## src/rtl/regfile_dump.sv

```systemverilog
// Register-file dump engine: sweeps an index range over two read ports and streams index-tagged words.
// Optional build macro REGFILE_DUMP_CSUM_EN adds an XOR checksum output of all popped words.
module regfile_dump #(
   parameter int DATA_W   = 32,
   parameter int IDX_W    = 5,
   parameter int NUM_REGS = 32
) (
   input  logic              clk,
   input  logic              rst_n,
   input  logic              start,
   input  logic [IDX_W-1:0]  first,
   input  logic [IDX_W-1:0]  last,
   output logic              busy,
   output logic              done,
   output logic [IDX_W-1:0]  src_a,
   output logic [IDX_W-1:0]  src_b,
   input  logic [DATA_W-1:0] reg_a,
   input  logic [DATA_W-1:0] reg_b,
   output logic              out_valid,
   input  logic              out_ready,
   output logic [IDX_W-1:0]  out_idx,
   output logic [DATA_W-1:0] out_data,
   output logic              out_last
`ifdef REGFILE_DUMP_CSUM_EN
   ,
   output logic [DATA_W-1:0] csum
`endif
);

   localparam logic [1:0] S_IDLE  = 2'd0;
   localparam logic [1:0] S_FETCH = 2'd1;
   localparam logic [1:0] S_DRAIN = 2'd2;
   localparam logic [1:0] S_FIN   = 2'd3;

   localparam logic [IDX_W-1:0] IDX_ONE = IDX_W'(1);
   localparam logic [IDX_W-1:0] IDX_TWO = IDX_W'(2);

   logic [1:0]        state, state_nx;
   logic [IDX_W-1:0]  ptr, ptr_nx;
   logic [IDX_W-1:0]  last_q, last_nx;
   logic [1:0]        count, count_nx;

   logic [IDX_W-1:0]  hd_idx, hd_idx_nx;
   logic [DATA_W-1:0] hd_data, hd_data_nx;
   logic              hd_last, hd_last_nx;
   logic [IDX_W-1:0]  tl_idx, tl_idx_nx;
   logic [DATA_W-1:0] tl_data, tl_data_nx;
   logic              tl_last, tl_last_nx;

   logic              in_fetch;
   logic              pop;
   logic              cap;
   logic              pair;
   logic              pushed_last;
   logic              range_ok;
   logic [IDX_W-1:0]  ptr_inc;

   assign in_fetch = (state == S_FETCH);
   assign ptr_inc  = ptr + IDX_ONE;
   assign pop      = (count != 2'd0) && out_ready;
   assign pair     = (ptr < last_q);
   assign cap      = in_fetch && ((count == 2'd0) || ((count == 2'd1) && pop));
   assign pushed_last = (ptr == last_q) || (pair && (ptr_inc == last_q));
   assign range_ok = (first <= last) && ((IDX_W+1)'(last) < (IDX_W+1)'(NUM_REGS));

   assign busy      = (state == S_FETCH) || (state == S_DRAIN);
   assign done      = (state == S_FIN);
   assign src_a     = in_fetch ? ptr     : '0;
   assign src_b     = in_fetch ? ptr_inc : '0;
   assign out_valid = (count != 2'd0);
   assign out_idx   = hd_idx;
   assign out_data  = hd_data;
   assign out_last  = hd_last;

   // A pop and a capture in the same cycle only happens from count==1, so the
   // capture simply overwrites the head slot that the pop just vacated.
   always_comb begin
      hd_idx_nx  = hd_idx;
      hd_data_nx = hd_data;
      hd_last_nx = hd_last;
      tl_idx_nx  = tl_idx;
      tl_data_nx = tl_data;
      tl_last_nx = tl_last;
      count_nx   = count;
      ptr_nx     = ptr;
      last_nx    = last_q;
      state_nx   = state;

      if (pop) begin
         count_nx = count - 2'd1;
         if (count == 2'd2) begin
            hd_idx_nx  = tl_idx;
            hd_data_nx = tl_data;
            hd_last_nx = tl_last;
         end
      end

      if (cap) begin
         hd_idx_nx  = ptr;
         hd_data_nx = reg_a;
         hd_last_nx = (ptr == last_q);
         if (pair) begin
            tl_idx_nx  = ptr_inc;
            tl_data_nx = reg_b;
            tl_last_nx = (ptr_inc == last_q);
            count_nx   = 2'd2;
            ptr_nx     = ptr + IDX_TWO;
         end else begin
            count_nx   = 2'd1;
            ptr_nx     = ptr_inc;
         end
      end

      case (state)
         S_IDLE: begin
            if (start) begin
               if (range_ok) begin
                  last_nx  = last;
                  ptr_nx   = first;
                  state_nx = S_FETCH;
               end else begin
                  state_nx = S_FIN;
               end
            end
         end
         S_FETCH: begin
            if (cap && pushed_last) state_nx = S_DRAIN;
         end
         S_DRAIN: begin
            if (count == 2'd0) state_nx = S_FIN;
         end
         default: begin
            state_nx = S_IDLE;
         end
      endcase
   end

   always_ff @(posedge clk or negedge rst_n) begin
      if (!rst_n) begin
         state   <= S_IDLE;
         ptr     <= '0;
         last_q  <= '0;
         count   <= '0;
         hd_idx  <= '0;
         hd_data <= '0;
         hd_last <= 1'b0;
         tl_idx  <= '0;
         tl_data <= '0;
         tl_last <= 1'b0;
      end else begin
         state   <= state_nx;
         ptr     <= ptr_nx;
         last_q  <= last_nx;
         count   <= count_nx;
         hd_idx  <= hd_idx_nx;
         hd_data <= hd_data_nx;
         hd_last <= hd_last_nx;
         tl_idx  <= tl_idx_nx;
         tl_data <= tl_data_nx;
         tl_last <= tl_last_nx;
      end
   end

`ifdef REGFILE_DUMP_CSUM_EN
   logic [DATA_W-1:0] csum_q;

   always_ff @(posedge clk or negedge rst_n) begin
      if (!rst_n) begin
         csum_q <= '0;
      end else if ((state == S_IDLE) && start) begin
         csum_q <= '0;
      end else if (pop) begin
         csum_q <= csum_q ^ hd_data;
      end
   end

   assign csum = csum_q;
`endif

endmodule

```

## config.mk

```make
export PLATFORM = sky130hd
export DESIGN_NAME = regfile_dump
export DESIGN_NICKNAME = d
export VERILOG_FILES = /design/src/rtl/regfile_dump.sv
export SDC_FILE = /design/constraint.sdc
export NUM_CORES = 1
export LEC_CHECK = 0
export CAP_MARGIN = 20
export CELL_PAD_IN_SITES_DETAIL_PLACEMENT = 1
export CELL_PAD_IN_SITES_GLOBAL_PLACEMENT = 1
export CORE_MARGIN = 1.5
export CORE_UTILIZATION = 37
export CTS_CLUSTER_DIAMETER = 40
export CTS_CLUSTER_SIZE = 40
export DETAILED_ROUTE_END_ITERATION = 6
export GPL_ROUTABILITY_DRIVEN = 0
export GPL_TIMING_DRIVEN = 0
export PLACE_DENSITY_LB_ADDON = 0.1
export RECOVER_POWER = 100
export SETUP_SLACK_MARGIN = 0.02
export SYNTH_ARGS = -nofsm -noshare
export SYNTH_HDL_FRONTEND = slang
export SYNTH_SLANG_ARGS = --single-unit
```

## constraint.sdc

```tcl
create_clock -name clk -period 2.8 [get_ports clk]
set_clock_uncertainty 0.05 [all_clocks]
set_input_delay 0.42 -clock clk [delete_from_list [all_inputs] [get_ports clk]]
set_output_delay 0.42 -clock clk [all_outputs]
set_load 0.02 [all_outputs]
```

==> out/results.txt, run 1 <==
FMAX - 0.368 GHz
Tmin final - 2.71 ns
CTS max path bufs - 2
CTS tree - yes
Placement Setup Slack - -0.145 ns
FFs w/ async S/R, synth - 100%
Setup Viol. Count Final - 0
Total power - 6730 uW
Wire length after detailed routing - 11,600 microns
Final slew viol count - 0
First-pass GRT wire length - 19,300 microns
Final setup margin - 0.0855 ns
Critical Path RT - 2.33 ns
Crit. End Element - output pin
Setup crit start kind - register
N_diodes - 0
# IOs - 129
Total gr overflow - 0
Post-Synthesis Cells - 392
Max_cap viols - 0
Synth warnings - 0
Largest net degree at the start of global routing - 47
Syn Nets - 489
Max IR drop VDD - 491 uV
Via count - 3,414
Post-synth EDFFs - 0
Die ar. - 0.0125 sq mm
Most common cell after layout, fill and taps aside - dfrtp_1
Vias in the first global route - 3,710
WP data arrival - 2.24 ns
Worst hold path type - in2async
Status - finished, final reports clean
Synth-to-Final Area Change - 39.3%
Via density per instance - 5.02
First drt pass iteration count - 4
Root Driver - clkbuf_16
Synth unique cells - 38
DR DRC count - 0
Detail Route Antenna Nets - 0
Final hold vios - 0
Hold slack - 0.237 ns
Global Route Usage Sum - 19.7%
Synthesized area per cell - 11.2 sq um
Hold buffer count at cts - 0
Relative slew slack - 22.9%
Leak - 0.00289 uW
Fillcell total - 1,263
RSZ-0062 raised after global routing - false
Clk sink count - 90
Routed wire per std cell - 17.1 microns
PwrDens - 1100 mW/mm^2
Post-Syn Area - 0.00438 sq mm
Final HPWL DP - 8700 microns
Placeable core area - 0.0115 sq mm
Max FO, Critical Path - 7
Nets@finish - 630
Worst Max-Slew Pin Slew - 1.16 ns
Proportion of layout cells with a drive suffix above 1 - 13.2%
Die Y - 112 microns
Drt initial violations - 103
Clk slew on worst S/H paths - 0.06 ns
IO Port Bufs - 128
Row cnt - 39
Number of synthesized register bits - 90
Critical path class - reg2out
Initial core utilization - 38.2%
Inserted Clock Buffers - 9
Sequential element share of the synthesized area - 51.4%
Number of H-tree levels - 3
Post-synth top flop - dfrtp_1
Die width - 112 microns
Insertion delay to the later sink of the worst-skew pair - 0.34 ns
Most frequent cells in the layout - dfrtp_1 (88), clkdlybuf4s50_1 (79), nand2_1 (53)
Final period util - 96.9%
Initial antenna violation count - 0
## critical path: stages (launching register included)
cell,delay [ns]
dfrtp_2,0.45
ha_2,0.27
nand3_1,0.18
xnor2_2,0.23
and2_1,0.17
clkdlybuf4s50_1,0.60
## final timing paths
path | startpoint | end | slack [ns] | cells past startpoint
min in group clk | tl_idx[0] | tl_idx[0] | 0.43 | 2
max in group asynchronous | rst_n | tl_data[27] | 0.73 | 2
min | rst_n | out_data[6] | 0.24 | 1
max | ptr[0] | src_b[4] | 0.09 | 5
min reg2reg | tl_idx[0] | tl_idx[0] | 0.43 | 2
max reg2reg | count[0] | tl_data[30] | 0.31 | 8
## routing by layer
layer | GRT usage (%) | vias to the layer above | wire length (microns)
met1 | 24.8 | 1694 | 5130
met3 | 3.76 | 11 | 498
met5 | 0 | - | 0
li1 | - | 1631 | -
met4 | 7.17 | 0 | 170
met2 | 33.7 | 78 | 5830
## sequential cells by signal, indices dropped and copies added (netlist names)
| signal | cells |
|---|---|
| last_q | 5 |
| state | 2 |
| out_last | 1 |
| out_idx | 5 |
| ptr | 5 |
| tl_idx | 5 |
| tl_last | 1 |
| tl_data | 32 |
| out_data | 32 |
| count | 2 |
## what timing repair did
action                                  4_1_cts  5_1_grt
endpoints found under the setup margin        1       10
buffers inserted                              0        1
gates resized for setup                       3        4
## kinds of logic (layout without fill, tap and decap cells)
group                    Yosys count  in the layout  share of synthesized area [%]
flip-flops                        90             90                           51.4
AND/OR/NAND/NOR                   83             83                           9.02
multiplexers                      78             78                           18.9
AO/OA/AOI/OAI                     72             72                           9.33
buffers and inverters             39            184                           3.77
adder cells (fa/ha/maj)           19             19                           5.42
XOR/XNOR                          11             11                           2.20
## final cells by class
class                   instances  area [sq um]  area share (%)
well taps                     143           179            2.93
multi-input cells             263          1970            32.2
plain buffers                  21          97.6            1.60
repair buffers                130          1290            21.1
inverters                      18          67.6            1.11
flip-flops and latches         90          2250            36.9
clock buffers                  12           236            3.87
clock inverters                 3          17.5           0.287
## per-stage QoR
stage	cells	instance area, sq um	TNS, ns	util [%]
5_1_grt	680	6110	0	53.3
4_1_cts	679	6130	0	53.4
2_1_floorplan	392	4380	0	-
3_3_place_gp	663	5840	-194.81	51.0
3_5_place_dp	664	5870	-0.615	51.2
6_report	680	6110	0	53.3
## synth_stat cells, drive strengths merged, types with 5 or more instances
master,instances,area share (%)
mux2i,40,9.1
clkbuf,11,0.94
ha,19,5.4
dfrtp,90,51
xnor2,7,1.4
mux2,38,9.8
nand2,53,4.5
a21o,5,0.86
and2,8,1.2
a21oi,7,0.80
inv,18,1.5
o21ai,48,5.5
buf,10,1.3
## power breakdown
group	total [uW]	internal, uW	leakage [uW]	switching, uW
Clock	1090	595	0.000122	491
Combinational	3290	1580	0.00168	1710
Sequential	2360	1960	0.00109	392
Total	6730	4140	0.00289	2590
Note: power is estimated with default switching activity, not from simulation.
==> inputs of run 2 (changes only) <==
Settings changed: SLEW_MARGIN from default to 25.
==> out/results.txt, run 2 (synthesis gave the netlist of run 1 again) <==
Status - finished, final reports clean
Vias in the first global route - 3,755
Final period util - 96.3%
Worst Reg-to-Reg Cells - 8
# IOs - 129
Global Route Usage Sum - 20.0%
Via density per instance - 5.03
Placeable core area - 0.0115 sq mm
Routed wire per std cell - 17.2 microns
Worst Max-Slew Pin Slew - 1.16 ns
Max FO, Critical Path - 7
Critical Path RT - 2.33 ns
R2r startpoint - count[0]
Fin util - 53.4%
Final slew viol count - 0
Number of H-tree levels - 3
Critical path class - reg2out
Leak - 0.00289 uW
Hold slack - 0.432 ns
Clk sink count - 90
FMAX - 0.371 GHz
Setup crit start kind - register
Via count - 3,426
First-pass GRT wire length - 19,500 microns
Max IR drop VDD - 474 uV
Tmin final - 2.70 ns
N_diodes - 0
Row cnt - 39
PwrDens - 1100 mW/mm^2
Reg2reg end - tl_data[30]
Nets@finish - 631
Root Driver - clkbuf_16
Placed cells - 664
Hold Path Cell Cnt - 2
Die width - 112 microns
Largest net degree at the start of global routing - 47
Worst hold path type - reg2reg
Crit. End Element - output pin
Most frequent cells in the layout - dfrtp_1 (88), clkdlybuf4s50_1 (79), nand2_1 (53)
Initial antenna violation count - 0
Detail Route Antenna Nets - 0
Initial core utilization - 38.2%
Final HPWL DP - 8690 microns
Setup Viol. Count Final - 0
WP data arrival - 2.23 ns
Die Y - 112 microns
Post-route insts no fill - 681
IO Port Bufs - 128
Inserted Clock Buffers - 9
Clk slew on worst S/H paths - 0.06 ns
RSZ-0062 raised after global routing - false
Worst hold endpoint - tl_idx[0]
Final hold vios - 0
Wire length after detailed routing - 11,700 microns
Total gr overflow - 0
R2R Setup Slk - 0.29 ns
CTS tree - yes
Synth-to-Final Area Change - 39.6%
Most common cell after layout, fill and taps aside - dfrtp_1
DR DRC count - 0
Die ar. - 0.0125 sq mm
CTS max path bufs - 2
Relative slew slack - 23.0%
Max_cap viols - 0
Drt initial violations - 88
Worst Hold Launch - tl_idx[0]
First drt pass iteration count - 4
Total power - 6730 uW
Insertion delay to the later sink of the worst-skew pair - 0.34 ns
Proportion of layout cells with a drive suffix above 1 - 13.2%
[run 2: routing by layer]
metal | vias to the layer above | global-route usage (%) | wire length (microns)
met5 | - | 0 | 0
met1 | 1700 | 24.9 | 5110
met3 | 15 | 4.74 | 557
met4 | 0 | 6.41 | 157
met2 | 81 | 34.3 | 5870
li1 | 1630 | - | -
[run 2: critical path, stage by stage (launching register included)]
cell and delay (ns):
dfrtp_2 0.44, ha_2 0.26, nand3_1 0.17, xnor2_2 0.22, and2_1 0.17, clkdlybuf4s50_1 0.60
[run 2: report_power, final]
part           internal [uW]  leakage, uW  switching [uW]
sequential              1960      0.00109             390
combinational           1590      0.00169            1720
clock                    594     0.000122             485
total                   4140      0.00289            2590
[run 2: how the worst max path moves through the flow]
stage                        from     endpoint  depth (start not counted)
after floorplan            ptr[3]       ptr[4]                          7
after global placement      rst_n  tl_data[28]                          1
after detailed placement  last[3]       ptr[1]                          9
after CTS                  ptr[1]     src_b[4]                          5
after global routing       ptr[0]     src_b[4]                          5
final                      ptr[0]     src_b[4]                          5
[run 2: timing repair]
item | CTS | global route
hold buffers | 1 | 0
endpoints found under the setup margin | 1 | 10
hold endpoints to repair | 44 | 0
gates resized for setup | 3 | 4
setup buffers | 0 | 1
pin swaps | 0 | 0
[run 2: through the flow]
step | TNS (ns) | setup WS, ns | area [sq um]
3_3_place_gp | -194.81 | -2.16 | 5840
3_5_place_dp | -0.565 | -0.142 | 5870
6_report | 0 | 0.102 | 6120
5_1_grt | 0 | 0.0435 | 6120
2_1_floorplan | 0 | 0.668 | 4380
4_1_cts | 0 | 0.0224 | 6140
[run 2: final cells by class]
| cell class | count | area (sq um) |
|---|---|---|
| plain buffers | 21 | 97.6 |
| flip-flops and latches | 90 | 2250 |
| clock inverters | 3 | 17.5 |
| clock buffers | 12 | 236 |
| inverters | 18 | 67.6 |
| fillers | 1279 | 5350 |
| multi-input cells | 263 | 1970 |
| repair buffers | 131 | 1300 |
| well taps | 143 | 179 |
==> inputs of run 3 (changes only) <==
Settings changed: CAP_MARGIN 20 to 30, SLEW_MARGIN 25 to default.
==> results of run 3 <==
Final layout, timing and power as in run 1 (identical DEF).
